===== src/rtl/dsm_ctrl_pkg.sv =====
// Shared types and helpers for the delta-sigma DAC sample-feed controller.
package dsm_ctrl_pkg;

    typedef enum logic [1:0] {
        IDLE  = 2'd0,
        PRIME = 2'd1,
        RUN   = 2'd2,
        DRAIN = 2'd3
    } dsm_ctrl_state_t;

    localparam int UNDERRUN_CNT_W = 16;

    // Saturating increment for the underrun counter: sticks at all-ones.
    function automatic logic [UNDERRUN_CNT_W-1:0] sat_inc(input logic [UNDERRUN_CNT_W-1:0] v);
        if (v == {UNDERRUN_CNT_W{1'b1}}) begin
            return v;
        end else begin
            return v + {{(UNDERRUN_CNT_W-1){1'b0}}, 1'b1};
        end
    endfunction

endpackage


===== src/rtl/dsm_sample_fifo.sv =====
// Synchronous sample FIFO: wrap-bit pointers, show-ahead read data,
// no bypass from write to read while empty, synchronous flush on rst.
module dsm_sample_fifo #(
    parameter int DATA_WIDTH = 16,
    parameter int FIFO_DEPTH = 8
) (
    input  logic                          clk,
    input  logic                          rst,
    input  logic                          push,
    input  logic [DATA_WIDTH-1:0]         wr_data,
    input  logic                          pop,
    output logic [DATA_WIDTH-1:0]         rd_data,
    output logic                          empty,
    output logic [$clog2(FIFO_DEPTH):0]   level
);

    localparam int AW = $clog2(FIFO_DEPTH);

    logic [DATA_WIDTH-1:0] mem_r [FIFO_DEPTH];
    logic [AW:0]           wr_ptr_r;
    logic [AW:0]           rd_ptr_r;
    logic                  full_s;
    logic                  do_push_s;
    logic                  do_pop_s;

    assign empty     = (wr_ptr_r == rd_ptr_r);
    assign full_s    = (wr_ptr_r[AW] != rd_ptr_r[AW]) &&
                       (wr_ptr_r[AW-1:0] == rd_ptr_r[AW-1:0]);
    assign level     = wr_ptr_r - rd_ptr_r;
    assign do_push_s = push && !full_s;
    assign do_pop_s  = pop && !empty;
    assign rd_data   = mem_r[rd_ptr_r[AW-1:0]];

    // Pointer update; rst flushes by collapsing both pointers.
    always_ff @(posedge clk) begin
        if (rst) begin
            wr_ptr_r <= '0;
            rd_ptr_r <= '0;
        end else begin
            if (do_push_s) begin
                wr_ptr_r <= wr_ptr_r + {{AW{1'b0}}, 1'b1};
            end
            if (do_pop_s) begin
                rd_ptr_r <= rd_ptr_r + {{AW{1'b0}}, 1'b1};
            end
        end
    end

    // Sample storage; contents are don't-care once the pointers are flushed.
    always_ff @(posedge clk) begin
        if (do_push_s) begin
            mem_r[wr_ptr_r[AW-1:0]] <= wr_data;
        end
    end

endmodule


===== src/rtl/dsm_dac_ctrl.sv =====
// Sample-feed controller for the DSM DAC: buffers PCM samples, paces one
// sample into the modulator every OSR clocks, and sequences modulator
// reset/enable through IDLE, PRIME, RUN and DRAIN.
module dsm_dac_ctrl
    import dsm_ctrl_pkg::*;
#(
    parameter int DATA_WIDTH    = 16,
    parameter int OSR           = 100,
    parameter int FIFO_DEPTH    = 8,
    parameter int UNDERRUN_HOLD = 1
) (
    input  logic                          clk,
    input  logic                          rst,
    input  logic                          enable,
    input  logic [DATA_WIDTH-1:0]         s_data,
    input  logic                          s_valid,
    output logic                          s_ready,
    output logic [DATA_WIDTH-1:0]         dsm_in,
    output logic                          dsm_clk_en,
    output logic                          dsm_rst,
    output logic                          sample_strobe,
    output logic                          underrun,
    output logic [UNDERRUN_CNT_W-1:0]     underrun_cnt,
    output logic [$clog2(FIFO_DEPTH):0]   fifo_level,
    output logic [1:0]                    state
);

    localparam int              LVL_W       = $clog2(FIFO_DEPTH) + 1;
    localparam logic [15:0]     PCNT_LAST   = 16'(OSR - 1);
    localparam logic [LVL_W-1:0] PRIME_LEVEL = LVL_W'(FIFO_DEPTH / 2);
    localparam logic [LVL_W-1:0] FULL_LEVEL  = LVL_W'(FIFO_DEPTH);

    dsm_ctrl_state_t             state_r;
    dsm_ctrl_state_t             state_next_s;
    logic [15:0]                 pcnt_r;
    logic [DATA_WIDTH-1:0]       dsm_in_r;
    logic [DATA_WIDTH-1:0]       last_r;
    logic [UNDERRUN_CNT_W-1:0]   ucnt_r;
    logic                        dsm_rst_r;
    logic                        dsm_clk_en_r;
    logic                        drained_r;

    logic [DATA_WIDTH-1:0]       fifo_rd_data_s;
    logic                        fifo_empty_s;
    logic [LVL_W-1:0]            level_s;
    logic                        active_s;
    logic                        strobe_s;
    logic                        starve_s;
    logic                        underrun_s;
    logic                        push_s;
    logic                        pop_s;

    // The period counter only runs while the modulator is being fed.
    assign active_s   = (state_r == RUN) || (state_r == DRAIN);
    assign strobe_s   = active_s && (pcnt_r == 16'd0);
    // A strobe that finds the FIFO empty: an underrun in RUN, end-of-data in DRAIN.
    assign starve_s   = strobe_s && fifo_empty_s;
    assign underrun_s = starve_s && (state_r == RUN);
    assign pop_s      = strobe_s && !fifo_empty_s;
    assign s_ready    = (level_s != FULL_LEVEL) && (state_r != DRAIN);
    assign push_s     = s_valid && s_ready;

    dsm_sample_fifo #(
        .DATA_WIDTH (DATA_WIDTH),
        .FIFO_DEPTH (FIFO_DEPTH)
    ) u_fifo (
        .clk     (clk),
        .rst     (rst),
        .push    (push_s),
        .wr_data (s_data),
        .pop     (pop_s),
        .rd_data (fifo_rd_data_s),
        .empty   (fifo_empty_s),
        .level   (level_s)
    );

    // Next-state decode; dropping enable always wins over the prime threshold.
    always_comb begin
        state_next_s = state_r;
        case (state_r)
            IDLE: begin
                if (enable) begin
                    state_next_s = PRIME;
                end else begin
                    state_next_s = IDLE;
                end
            end
            PRIME: begin
                if (!enable) begin
                    state_next_s = IDLE;
                end else if (level_s >= PRIME_LEVEL) begin
                    state_next_s = RUN;
                end else begin
                    state_next_s = PRIME;
                end
            end
            RUN: begin
                if (!enable) begin
                    state_next_s = DRAIN;
                end else begin
                    state_next_s = RUN;
                end
            end
            DRAIN: begin
                if (enable) begin
                    state_next_s = RUN;
                end else if (drained_r && (pcnt_r == PCNT_LAST)) begin
                    state_next_s = IDLE;
                end else begin
                    state_next_s = DRAIN;
                end
            end
            default: begin
                state_next_s = IDLE;
            end
        endcase
    end

    // State register with modulator controls registered from the next state.
    always_ff @(posedge clk) begin
        if (rst) begin
            state_r      <= IDLE;
            dsm_rst_r    <= 1'b1;
            dsm_clk_en_r <= 1'b0;
        end else begin
            state_r      <= state_next_s;
            dsm_rst_r    <= (state_next_s == IDLE);
            dsm_clk_en_r <= (state_next_s == RUN) || (state_next_s == DRAIN);
        end
    end

    // Sample-period counter: wraps at OSR-1, held at zero outside RUN/DRAIN.
    always_ff @(posedge clk) begin
        if (rst) begin
            pcnt_r <= 16'd0;
        end else if (active_s) begin
            if (pcnt_r == PCNT_LAST) begin
                pcnt_r <= 16'd0;
            end else begin
                pcnt_r <= pcnt_r + 16'd1;
            end
        end else begin
            pcnt_r <= 16'd0;
        end
    end

    // Marks that DRAIN has output its zero period; cleared on leaving DRAIN.
    always_ff @(posedge clk) begin
        if (rst) begin
            drained_r <= 1'b0;
        end else if (state_next_s != DRAIN) begin
            drained_r <= 1'b0;
        end else if (starve_s && (state_r == DRAIN)) begin
            drained_r <= 1'b1;
        end
    end

    // Modulator sample and last-popped sample.
    always_ff @(posedge clk) begin
        if (rst) begin
            dsm_in_r <= '0;
            last_r   <= '0;
        end else if (!active_s) begin
            dsm_in_r <= '0;
        end else if (pop_s) begin
            dsm_in_r <= fifo_rd_data_s;
            last_r   <= fifo_rd_data_s;
        end else if (underrun_s) begin
            dsm_in_r <= (UNDERRUN_HOLD != 0) ? last_r : '0;
        end else if (starve_s) begin
            dsm_in_r <= '0;
        end
    end

    // Underrun counter, saturating, cleared only by rst.
    always_ff @(posedge clk) begin
        if (rst) begin
            ucnt_r <= '0;
        end else if (underrun_s) begin
            ucnt_r <= sat_inc(ucnt_r);
        end
    end

    assign dsm_in        = dsm_in_r;
    assign dsm_rst       = dsm_rst_r;
    assign dsm_clk_en    = dsm_clk_en_r;
    assign sample_strobe = strobe_s;
    assign underrun      = underrun_s;
    assign underrun_cnt  = ucnt_r;
    assign fifo_level    = level_s;
    assign state         = state_r;

endmodule


===== config.mk =====
export PLATFORM = sky130hd
export DESIGN_NAME = dsm_dac_ctrl
export DESIGN_NICKNAME = d
export VERILOG_FILES = /design/src/rtl/dsm_ctrl_pkg.sv /design/src/rtl/dsm_sample_fifo.sv /design/src/rtl/dsm_dac_ctrl.sv
export SDC_FILE = /design/constraint.sdc
export NUM_CORES = 1
export LEC_CHECK = 0
export BUFFER_PORTS_ARGS = -buffer_cell sky130_fd_sc_hd__buf_2
export CAP_MARGIN = 20
export CELL_PAD_IN_SITES_DETAIL_PLACEMENT = 1
export CELL_PAD_IN_SITES_GLOBAL_PLACEMENT = 2
export CORE_MARGIN = 1.5
export CORE_UTILIZATION = 47
export CTS_BUF_LIST = sky130_fd_sc_hd__clkbuf_2
export DETAILED_ROUTE_END_ITERATION = 8
export HOLD_SLACK_MARGIN = 0.02
export PLACE_DENSITY = 0.88
export SYNTH_ARGS = -nofsm -noshare
export SYNTH_HDL_FRONTEND = slang
export SYNTH_SLANG_ARGS = --single-unit

===== constraint.sdc =====
create_clock -name clk -period 10.8 [get_ports clk]
set_input_delay 0.54 -clock clk [delete_from_list [all_inputs] [get_ports clk]]
set_output_delay 0.54 -clock clk [all_outputs]
set_load 0.02 [all_outputs]

==> impl_metrics.json <==
{
  "start_kind": "register",
  "place.detailed.hpwl_um": 13000,
  "switching_share_pct": 26.7,
  "finalSetupViolCount": 0,
  "rrSetupSlack_ns": 7.11,
  "cp.arrival_ns": 3.39,
  "final_layout_size_suffix_gt1_share_pct": 26.0,
  "p_sw_uw": 397,
  "gp_congestion": 0.774,
  "worstHoldEndpoint": "u_fifo.wr_ptr_r[2]$_SDFFE_PP0P_",
  "htreeDepth": 2,
  "syn-cell-area_um2": 8330,
  "hold_depth": 4,
  "crit_slowest_cell": "nor4b_1",
  "pwr-share-comb_pct": 7.2,
  "maxSlewHeadroom_pct": 33.0,
  "clk_path_buf_depth": 3,
  "crit_type": "register to primary output",
  "dieHeight_um": 136,
  "grt_pass1_vias": 5839,
  "utilization_pct": 55.1,
  "cts-resized-gates": 0,
  "path_max_fanout": 6,
  "timing.hold.ws_ns": 0.163,
  "dr.pass1.iters": 4,
  "seqPwrFrac_pct": 58.4,
  "rsz0062_at_grt": "false",
  "num_vias": 5418,
  "worst_setup_path_end_kind": "primary output",
  "syn2layout_area_growth_pct": 14.3,
  "synth_ff_type": "edfxtp_1",
  "core_area_um2": 17300,
  "final_cell_mix": "128 x edfxtp_1, 78 x dfxtp_1, 76 x clkbuf_2",
  "grt_overflow_total": 0,
  "drv_slew": 0,
  "cts_tree": "yes",
  "diodes": 0,
  "netlist_instances": 611,
  "cts.sink_count": 207,
  "worst_slack_ns": 6.87,
  "cts_made_buffers": 52,
  "cap_violations": 0,
  "post_cts_buffers": 0,
  "max_stage_delay_ns": 0.83,
  "crit_buf_inv": 2,
  "rr_worst_depth": 7,
  "powerDensity_nw_per_um2": 156,
  "row_count": 48,
  "post-route-period-util_pct": 36.4,
  "min_from": "s_valid",
  "worstReg2RegEnd": "u_fifo.mem_r[0][13]$_DFFE_PP_",
  "start_util_pct": 48.2,
  "critPathTopFamily": "simple AND/OR/NAND/NOR gates",
  "drt_wl_total_um": 19400,
  "worst_slew_pin_slew_ns": 1.00,
  "grt_usage_pct": 22.0,
  "nFillCells": 1791,
  "drc_errors": 0,
  "fmax_ghz": 0.255,
  "period_minus_slack_ns": 3.93,
  "final_common_cell": "edfxtp_1",
  "antenna_found_initial": 0,
  "hp-class": "input pin to register",
  "insertion_delay_ns": 0.85,
  "cts.clk_slew.worst_paths_ns": 0.09,
  "root_buffer": "clkbuf_2",
  "finClkSkew_ns": 0.0968,
  "worstPathRequired_ns": 10.26,
  "io_pins": 63,
  "dieArea_um2": 18500,
  "syn-num-nets": 640,
  "grt_first_pass_wirelength_um": 30800,
  "ant_nets": 0,
  "pwr-share-clk_pct": 34.4,
  "synth_warnings": 0,
  "grt_max_degree": 50,
  "drt_iter0_markers": 269,
  "port_buffers": 62,
  "routedWlPerCell_um": 19.7,
  "hold_viol": 0,
  "vias_per_cell": 5.48,
  "yosysSeqAreaShare_pct": 65.1,
  "peakVddDrop_uv": 101,
  "tns_ns": 0,
  "reg2reg_from": "u_fifo.wr_ptr_r[0]$_SDFFE_PP0P_",
  "synth-edff-count": 128,
  "path_cells": "inv_1, ha_1, fa_1, xnor2_1, nor4b_1, a21oi_1, buf_2",
  "synth_area_per_cell_um2": 13.6,
  "crit_cells": 7,
  "pre_cts_slack_ns": 7.11,
  "fp.dieW_um": 136,
  "leakagePower_uw": 0.00329,
  "yosys_register_bits": 207,
  "status": "complete, no violations",
  "ys_types": 47,
  "p_int_uw": 1090,
  "layout.nets": 753,
  "async_reset_ff_share_pct": 0
}
==> kinds of logic (layout without fill, tap and decap cells) <==
family                   Yosys count  after routing  synth area share [%]
adder cells (fa/ha/maj)            9              9                  1.44
multiplexers                      52             52                  11.1
flip-flops                       207            207                  65.1
AO/OA/AOI/OAI                     93             93                  6.77
buffers and inverters             46            199                  2.30
AND/OR/NAND/NOR                  184            184                  11.2
XOR/XNOR                          20             20                  2.10
==> stage by stage <==
step                      cells  power [uW]  area, um2
final                       989        1490       9530
after global routing        989        1560       9530
after CTS                   988        1510       9520
after detailed placement    877         989       8890
after global placement      877         982       8890
after floorplan             611         946       8330
==> layout make-up <==
class / instances / area, um2 / share of cell area [%]
flip-flops and latches: 207 / 5430 / 57.0
multi-input cells: 358 / 2740 / 28.7
repair buffers: 89 / 556 / 5.83
clock buffers: 76 / 380 / 3.99
well taps: 225 / 282 / 2.96
clock inverters: 18 / 81.3 / 0.854
inverters: 16 / 65.1 / 0.683
==> Yosys cell counts, drive strengths merged (15+ instances only) <==
cell type	count	share of area, %
edfxtp	128	46
mux4	32	8.6
a21oi	24	1.4
inv	15	0.68
o21ai	26	1.6
a31oi	18	1.4
nand2	31	1.4
dfxtp	79	19
a211oi	17	1.5
clkbuf	20	0.90
mux2i	18	2.2
nand3	17	1.1
nor2	68	3.1
==> worst max-delay path by stage <==
| stage | slack, ns | startpoint | end |
|---|---|---|---|
| after CTS | 6.78 | u_fifo.wr_ptr_r[0]$_SDFFE_PP0P_ | s_ready |
| after global placement | 7.40 | u_fifo.wr_ptr_r[0]$_SDFFE_PP0P_ | u_fifo.mem_r[5][0]$_DFFE_PP_ |
| after detailed placement | 7.11 | u_fifo.wr_ptr_r[0]$_SDFFE_PP0P_ | u_fifo.mem_r[5][10]$_DFFE_PP_ |
| after floorplan | 6.26 | u_fifo.wr_ptr_r[0]$_SDFFE_PP0P_ | u_fifo.mem_r[1][0]$_DFFE_PP_ |
| final | 6.87 | u_fifo.wr_ptr_r[0]$_SDFFE_PP0P_ | s_ready |
| after global routing | 6.55 | u_fifo.wr_ptr_r[0]$_SDFFE_PP0P_ | s_ready |
==> worst reg2reg max path: stages, from the launching register on <==
cell	delay, ns
dfxtp_1	0.43
inv_1	0.17
ha_1	0.25
fa_1	0.39
xnor2_1	0.28
nor4b_1	0.19
nor3b_1	0.71
and3_1	0.85
==> power by group through the flow <==
stage / clock network, uW / registers [uW] / logic [uW]
after floorplan: 0 / 882 / 63.9
after global placement: 0 / 884 / 98.3
after detailed placement: 0 / 886 / 104
after CTS: 534 / 868 / 108
after global routing: 573 / 869 / 117
final: 511 / 867 / 107
==> registers in the layout, summed over array words and instances (netlist names), 2 cells and up, named ones only <==
signal           flops
u_fifo.rd_ptr_r      4
dsm_in              16
u_fifo.mem_r       128
last_r              16
u_fifo.wr_ptr_r      4
state                2
pcnt_r              16
underrun_cnt        16
==> metal layers <==
layer | vias to the layer above | routed length [um] | global-route usage, %
li1 | 2571 | - | -
met1 | 2696 | 8630 | 28.6
met2 | 125 | 9640 | 36.8
met3 | 26 | 880 | 4.74
met4 | 0 | 295 | 7.03
met5 | - | 0 | 0
==> what timing repair did <==
| item | CTS | global route |
|---|---|---|
| endpoints found under the hold margin | 131 | 0 |
| hold buffers | 17 | 0 |
| endpoints found under the setup margin | 0 | 0 |
Power figures use the tool's default switching activity.
